<file path="src/rtl/fifo_pkg.sv">
// Definitions shared by the 9-bit packet FIFO and its read-side unloader:
// word width, end-of-packet marker position and unloader state encoding.
package fifo_pkg;
    localparam int BITSIZE = 9;
    localparam int EOP_BIT = BITSIZE - 1;

    localparam logic [1:0] ST_IDLE = 2'd0;
    localparam logic [1:0] ST_XFER = 2'd1;
    localparam logic [1:0] ST_DROP = 2'd2;

    typedef enum logic [1:0] {
        IDLE = ST_IDLE,
        XFER = ST_XFER,
        DROP = ST_DROP
    } unl_state_e;
endpackage

</file>
<file path="src/rtl/fifo_unloader_stats.sv">
// Free-running packet and drop statistics; both counters wrap silently.
module fifo_unloader_stats (
    input  logic        clk_i,
    input  logic        rst_i,
    input  logic        pkt_inc_i,
    input  logic        drop_inc_i,
    output logic [15:0] pkt_cnt_o,
    output logic [15:0] drop_cnt_o
);
    logic [15:0] pkt_cnt_q;
    logic [15:0] drop_cnt_q;

    always_ff @(posedge clk_i) begin
        if (rst_i) begin
            pkt_cnt_q  <= '0;
            drop_cnt_q <= '0;
        end else begin
            if (pkt_inc_i)  pkt_cnt_q  <= pkt_cnt_q + 16'd1;
            if (drop_inc_i) drop_cnt_q <= drop_cnt_q + 16'd1;
        end
    end

    assign pkt_cnt_o  = pkt_cnt_q;
    assign drop_cnt_o = drop_cnt_q;
endmodule

</file>
<file path="src/rtl/fifo_unloader.sv">
// Pops packet words from a show-ahead FIFO, strips the EOP marker bit and
// forwards payload on a registered valid/ready stream with length limiting.
module fifo_unloader
    import fifo_pkg::*;
#(
    parameter int bitsize = BITSIZE,
    parameter int MAXLEN  = 64,
    parameter int LENW    = 8
) (
    input  logic                 clk,
    input  logic                 rstp,
    input  logic                 en,
    input  logic [bitsize-1:0]   fifo_data,
    input  logic                 fifo_emptyp,
    output logic                 readp,
    output logic [bitsize-2:0]   out_data,
    output logic                 out_valid,
    output logic                 out_last,
    input  logic                 out_ready,
    output logic                 pkt_done,
    output logic [LENW-1:0]      pkt_len,
    output logic                 trunc_err,
    output logic [15:0]          pkt_cnt,
    output logic [15:0]          drop_cnt
);
    unl_state_e         state_q, state_d;
    logic [LENW-1:0]    len_cnt_q, len_cnt_d;
    logic [bitsize-2:0] out_data_q;
    logic               out_valid_q, out_last_q;
    logic               pkt_done_q, trunc_err_q;
    logic [LENW-1:0]    pkt_len_q;

    logic out_free, pop, fwd, eop, at_max, is_last, trunc, drop_inc;

    assign out_free = !out_valid_q || out_ready;
    assign eop      = fifo_data[bitsize-1];
    assign at_max   = (len_cnt_q == LENW'(MAXLEN - 1));

    always_comb begin
        pop       = 1'b0;
        state_d   = state_q;
        len_cnt_d = len_cnt_q;
        case (state_q)
            IDLE:    pop = en && !fifo_emptyp && out_free;
            XFER:    pop = !fifo_emptyp && out_free;
            DROP:    pop = !fifo_emptyp;
            default: pop = 1'b0;
        endcase
        if (rstp) pop = 1'b0;

        fwd      = pop && (state_q != DROP);
        is_last  = fwd && (eop || at_max);
        // A marker on the MAXLEN-th word wins: that packet ends cleanly.
        trunc    = is_last && !eop;
        drop_inc = pop && (state_q == DROP);

        if (fwd) begin
            if (is_last) begin
                len_cnt_d = '0;
                state_d   = eop ? IDLE : DROP;
            end else begin
                len_cnt_d = len_cnt_q + LENW'(1);
                state_d   = XFER;
            end
        end else if (drop_inc && eop) begin
            state_d = IDLE;
        end
    end

    always_ff @(posedge clk) begin
        if (rstp) begin
            state_q     <= IDLE;
            len_cnt_q   <= '0;
            out_data_q  <= '0;
            out_valid_q <= 1'b0;
            out_last_q  <= 1'b0;
            pkt_done_q  <= 1'b0;
            trunc_err_q <= 1'b0;
            pkt_len_q   <= '0;
        end else begin
            state_q     <= state_d;
            len_cnt_q   <= len_cnt_d;
            pkt_done_q  <= is_last;
            trunc_err_q <= trunc;
            if (fwd) begin
                out_data_q  <= fifo_data[bitsize-2:0];
                out_valid_q <= 1'b1;
                out_last_q  <= is_last;
                if (is_last) pkt_len_q <= len_cnt_q + LENW'(1);
            end else if (out_valid_q && out_ready) begin
                out_valid_q <= 1'b0;
                out_last_q  <= 1'b0;
            end
        end
    end

    fifo_unloader_stats u_stats (
        .clk_i      (clk),
        .rst_i      (rstp),
        .pkt_inc_i  (is_last),
        .drop_inc_i (drop_inc),
        .pkt_cnt_o  (pkt_cnt),
        .drop_cnt_o (drop_cnt)
    );

    assign readp     = pop;
    assign out_data  = out_data_q;
    assign out_valid = out_valid_q;
    assign out_last  = out_last_q;
    assign pkt_done  = pkt_done_q;
    assign pkt_len   = pkt_len_q;
    assign trunc_err = trunc_err_q;
endmodule

</file>
<file path="config.mk">
export PLATFORM = sky130hd
export DESIGN_NAME = fifo_unloader
export DESIGN_NICKNAME = d
export VERILOG_FILES = /design/src/rtl/fifo_pkg.sv /design/src/rtl/fifo_unloader_stats.sv /design/src/rtl/fifo_unloader.sv
export SDC_FILE = /design/constraint.sdc
export NUM_CORES = 1
export LEC_CHECK = 0
export CAP_MARGIN = 20
export CORE_MARGIN = 2
export CORE_UTILIZATION = 30
export CTS_BUF_LIST = sky130_fd_sc_hd__clkbuf_8
export CTS_CLUSTER_DIAMETER = 150
export DETAILED_ROUTE_END_ITERATION = 8
export PLACE_DENSITY_LB_ADDON = 0.15
export SLEW_MARGIN = 0
export SYNTH_ARGS = -nofsm -noshare
export SYNTH_HDL_FRONTEND = slang
export SYNTH_HIERARCHICAL = 1
export SYNTH_SLANG_ARGS = --single-unit
</file>
<file path="constraint.sdc">
create_clock -name clk -period 5.8 [get_ports clk]
set_input_delay 1.45 -clock clk [delete_from_list [all_inputs] [get_ports clk]]
set_output_delay 1.45 -clock clk [all_outputs]
set_load 0.01 [all_outputs]
</file>
; ---- Word-level counts from Yosys, hierarchy flattened
; Index checks and enable logic that the tools add are counted.
[word_totals]
regBits = 62
wordCells = 45
in_bits = 14
out_inout_bits = 53
[op_classes]
add_sub_neg = 3
reduce_logical = 18
eq_ne = 4
mux = 10
[ops]
columns = operator, n
row1 = $add 16x1->16 const B, 2
row2 = $logic_and 1x1->1, 9
row3 = $add 8x1->8 const B, 1
row4 = $eq 8x6->1 const B, 1
row5 = $mux 2, 4
row6 = $mux 8, 1
row7 = $mux 1, 4
row8 = $reduce_bool 2->1, 2
row9 = $logic_not 1->1, 3
row10 = $pmux 1 s3, 1
row11 = $eq 2x1->1 const B, 1
row12 = $eq 2x2->1 const B, 1
row13 = $logic_not 2->1, 1
row14 = $logic_or 1x1->1, 2
row15 = $ne 2x2->1 const B, 1
row16 = $reduce_and 2->1, 1

; ---- Longest topological paths before layout
[logic_depth]
depth_word = 9
ltp_mapped = 11
depth_no_buf = 9

; ---- Hierarchy
; The synthesis kept the hierarchy.
[by_module_without_submodules]
columns = mod, cells_per_inst, area_per_inst_um2, seq_area_each_um2, n_inst
row1 = fifo_unloader_stats, 169, 1493.9, 640.6, 1
row2 = fifo_unloader, 153, 1249.9, 600.6, 1

; ---- Least setup slack after synthesis
; Ideal clock, no wire load.
[synth_path]
kind = input to register
start = input port rstp
end = register u_stats.pkt_cnt_q[12], in the netlist u_stats/pkt_cnt_o[12]
path_buffers = 2
setup_slack_ns = 2.015
setup_ns = 0.128
required_ns = 5.672
arrival_time_ns = 3.657
cell_stages = 10
path_cell_list = buf_6 -> or2_1 -> nor4_1 -> nand2_1 -> inv_1 -> buf_4 -> nand4_1 -> or4_4 -> xnor2_1 -> nor2b_1
[synth_between]
elab_chain_cells = 3
[synth_rtl]
columns = element, line
row1 = "start, declared", fifo_unloader.sv:11  ; input logic rstp,
row2 = $mux 1, fifo_unloader.sv:49  ; if (rstp) pop = 1'b0;
row3 = $logic_and 1x1->1, fifo_unloader.sv:51  ; fwd = pop && (state_q != DROP);
row4 = $logic_and 1x1->1, fifo_unloader.sv:52  ; is_last = fwd && (eop || at_max);
row5 = via is_last, fifo_unloader.sv:33  ; logic out_free, pop, fwd, eop, at_max, is_last, trunc, drop_inc;
row6 = "end signal, assigned", fifo_unloader_stats.sv:18  ; if (pkt_inc_i) pkt_cnt_q <= pkt_cnt_q + 16'd1;
row7 = "end, declared", fifo_unloader_stats.sv:10  ; logic [15:0] pkt_cnt_q;
; The timed path passes the listed nets, and every way through them passes these cells.
; A chain may end at the register's enable or synchronous reset.

; ---- Worst setup path in the final report
[layout_path]
start = input port out_ready
end = output port readp
[layout_between]
elab_chain_cells = 4
word_cells_on_any_way = 5
cone_classes = 2 x mux / 3 x reduce/logical
[layout_rtl]
columns = element, line
row1 = "start, declared", fifo_unloader.sv:19  ; input logic out_ready,
row2 = $logic_or 1x1->1 (*), fifo_unloader.sv:35  ; assign out_free = !out_valid_q || out_ready;
row3 = $logic_and 1x1->1 (on tied branches), "fifo_unloader.sv:45, fifo_unloader.sv:44"
row4 = $pmux 1 s3 (*), fifo_unloader.sv:43  ; case (state_q)
row5 = $mux 1 (*), fifo_unloader.sv:49
row6 = "end, declared", fifo_unloader.sv:15  ; output logic readp,
; Every way passes the cells marked *; elsewhere a longest branch is shown, timed or not.

==> flow_summary_export.csv <==
group,metric,value,unit
run_status,status,"finished, final reports clean",
cells_and_area,drive_gt1_share,8.67,%
cells_and_area,final_cells,500,
power_and_ir_drop,vdd_ir_drop_max,0.0947,mV
grt,grt_start_max_net_pins,66,
placed_design,placedCellCount,484,
yosys,yosysSeqAreaShare,45.2,%
route,vias,2453,
clock_tree,hold_buffers,0,
clock_tree,insertion_delay,0.33,ns
sta,clock-skew-final,0.00495,ns
yosys,ys_seq_elements,62,
clock_tree,cts_tree,"done",
yosys,synth-main-ff-cell,"dfxtp_1",
power_and_ir_drop,clock_power_share,42.2,%
setup_path,reg2reg_depth,9,
route,ant_nets,0,
sta,slew_violations,0,
clock_tree,cts.repair.resized,0,
route,drt-total-wl,6.94,mm
route,wl_per_cell,13.9,um
power_and_ir_drop,leakagePower,1.29,nW
setup_path,endpoint_kind,"output port",
clock_tree,clock_path_buffers,2,
job,maxCapViolCount,0,
route,drt_iter0_drc,96,
clock_tree,cts_setup_buffers,0,
placed_design,numPortBuffers,66,
cells_and_area,final_cell_mix,"65 x clkdlybuf4s50_1, 62 x dfxtp_1, 38 x nor2_1, 38 x nand2_1, 28 x a21oi_1",
sta,hold_slack,0.456,ns
setup_path,r2r_start,"len_cnt_q[0]",
clock_tree,cts.clk_slew.worst_paths,0.07,ns
floorplanning,die_w,99.6,um
cells_and_area,diodes,0,
route,viasPerCell,4.91,
setup_path,cp-startpoint,"out_ready",
yosys,yosysWarnings,6,
sta,relSlewSlack,45.7,%
power_and_ir_drop,combPwrFrac,6.4,%
sta,period_share,75.8,%
power_and_ir_drop,netSwitchingPower,0.199,mW
grt,grt_pass1_vias,2329,
power_and_ir_drop,p_sw_share,23.5,%
setup_path,critPathKind,"input pin to output port",
worst_hold_path,worstHoldPathType,"flip-flop to flip-flop",
placed_design,dpl.hpwl,4.71,mm
clock_tree,clockRootBuffer,"clkbuf_8",
setup_path,cp.arrival,2.95,ns
cells_and_area,layout_commonest_cell,"clkdlybuf4s50_1",
setup_path,r2r_setup_slack,2.61,ns
sta,finalSetupViolCount,0,
placed_design,place_ws,1.33,ns
grt,grt_pass1_wl,11.4,mm
yosys,synth_nets,339,
floorplanning,die_area,9930,um^2
grt,antenna_found_initial,0,
route,dr.pass1.iters,4,
cells_and_area,fin_nets,404,
yosys,yosys.area.top_type,"dfxtp_1",
yosys,yosys-top-cells-area,"dfxtp_1 45%, nand2_1 5.2%, nor2_1 5.2%, a21oi_1 5.1%, xor2_1 4.5%",
placed_design,place.gp.congestion,0.788,
clock_tree,htreeDepth,3,
route,drc,0,
grt,grt_util_met3,4.71,%
floorplanning,io_pins,67,
clock_tree,cts_sinks,62,
sta,setup_tns,0,ns
sta,fmax,0.227,GHz
yosys,syn_avg_cell_area,8.52,um^2
grt,overflow,0,
clock_tree,cts_buffers,9,
yosys,synthCells,322,
sta,hold_violations,0,
setup_path,cp_max_fo,4,
setup_path,crit_end,"readp",
grt,grt_util_all_layers,14.3,%
setup_path,cp-start-kind,"input pin",
grt,met2_usage,21.3,%
yosys,async_reset_ff_share,0,%
cells_and_area,postLayoutCoreUtil,41.8,%
yosys,synth_edf_count,0,
sta,rsz0062_at_grt,"no",
yosys,syn_area,2740,um^2
power_and_ir_drop,p_int,0.649,mW
floorplanning,start_util,31.2,%
grt,use_met1,19.6,%
setup_path,reg2reg_to,"u_stats/pkt_cnt_o[12]",
sta,layout_min_cycle_time,4.40,ns
cells_and_area,syn_to_final_growth,34.2,%
cells_and_area,stdcell_area,3680,um^2
power_and_ir_drop,power_frac_seq,51.4,%
power_and_ir_drop,finalPower,0.848,mW
floorplanning,rows,34,
grt,grt-busiest-layer,"met2",
placed_design,placed_area,3500,um^2
yosys,synth_cell_types,41,
floorplanning,design.core.area,8810,um^2
sta,tightest_slew,0.814,ns
yosys,synth_top_area_share,45.2,%
floorplanning,fp.dieH,99.6,um
power_and_ir_drop,p_per_area,230,nW/um^2
sta,layout_setup_ws,1.40,ns
setup_path,required,4.35,ns
==> logic make-up (layout without fill, tap and decap cells) <==
| logic type | after synthesis | in the layout | synth area share (%) |
|---|---|---|---|
| xor+xnor | 25 | 25 | 7.98 |
| simple gates | 149 | 149 | 27.5 |
| mux | 7 | 7 | 2.78 |
| buf+inv | 24 | 94 | 3.88 |
| flops | 62 | 62 | 45.2 |
| fa+ha+maj | 3 | 3 | 1.37 |
| compound gates | 52 | 52 | 11.2 |
==> critical path: stages <==
cell	delay [ns]
clkdlybuf4s50_1	0.42
nor2b_1	0.34
nor3_1	0.09
a21oi_1	0.13
nor2_1	0.05
clkdlybuf4s50_1	0.47
==> sequential cells by signal, summed over array words and instances (netlist names) <==
signal and count:
out_valid 1, len_cnt_q 8, trunc_err 1, state_q 2
pkt_len 8, out_last 1, u_stats/pkt_cnt_o 16, pkt_done 1
out_data 8, u_stats/drop_cnt_o 16
==> cell type report <==
class / count / area [um^2]
Inverter: 8 / 30.0
Clock inverter: 7 / 57.6
Timing Repair Buffer: 70 / 686
Tap cell: 108 / 135
Multi-Input combinational cell: 236 / 1410
Clock buffer: 9 / 124
Fill cell: 886 / 5120
Sequential cell: 62 / 1240
==> power by group through the flow <==
| stage | Clock (mW) | Combinational [mW] | Sequential [mW] |
|---|---|---|---|
| 6_report | 0.358 | 0.0542 | 0.436 |
| 5_1_grt | 0.391 | 0.0598 | 0.436 |
| 4_1_cts | 0.370 | 0.0549 | 0.436 |
| 3_5_place_dp | 0 | 0.0546 | 0.445 |
| 3_3_place_gp | 0 | 0.0549 | 0.446 |
| 2_1_floorplan | 0 | 0.0251 | 0.447 |
==> cell usage after synthesis (2+ instances only) <==
cell type  count
dfxtp_1       62
nand2_1       38
nor2_1        38
a21oi_1       28
nand3_1       17
xor2_1        14
nand4_1       11
xnor2_1       11
clkbuf_1      10
o21ai_0       10
nor3_1         9
inv_1          8
nor2b_1        8
mux2_2         5
a211oi_1       4
a31o_2         4
and3_1         4
and4_1         4
or4_1          4
ha_1           3
or3_1          3
buf_1          2
buf_4          2
mux2i_1        2
nand2b_1       2
nand4_2        2
nor4_1         2
nor4b_1        2
==> worst min-delay path by stage <==
stage                             from           end  slack (ns)  cells after the start
after floorplan           len_cnt_q[1]  len_cnt_q[1]        0.45                      2
after global placement     out_data[6]   out_data[6]        0.44                      2
after detailed placement   out_data[1]   out_data[1]        0.45                      2
after CTS                  out_data[1]   out_data[1]        0.46                      2
after global routing       out_data[2]   out_data[2]        0.48                      2
final                      out_data[1]   out_data[1]        0.46                      2
==> routing by layer <==
metal | vias to the layer above | share of wire, % | routed length [um]
li1 | 1256 | - | -
met1 | 1124 | 50 | 3500
met2 | 69 | 43 | 2960
met3 | 4 | 6.1 | 424
met4 | 0 | 0.74 | 51
met5 | - | 0 | 0
Note: power is estimated with default switching activity, not from simulation.
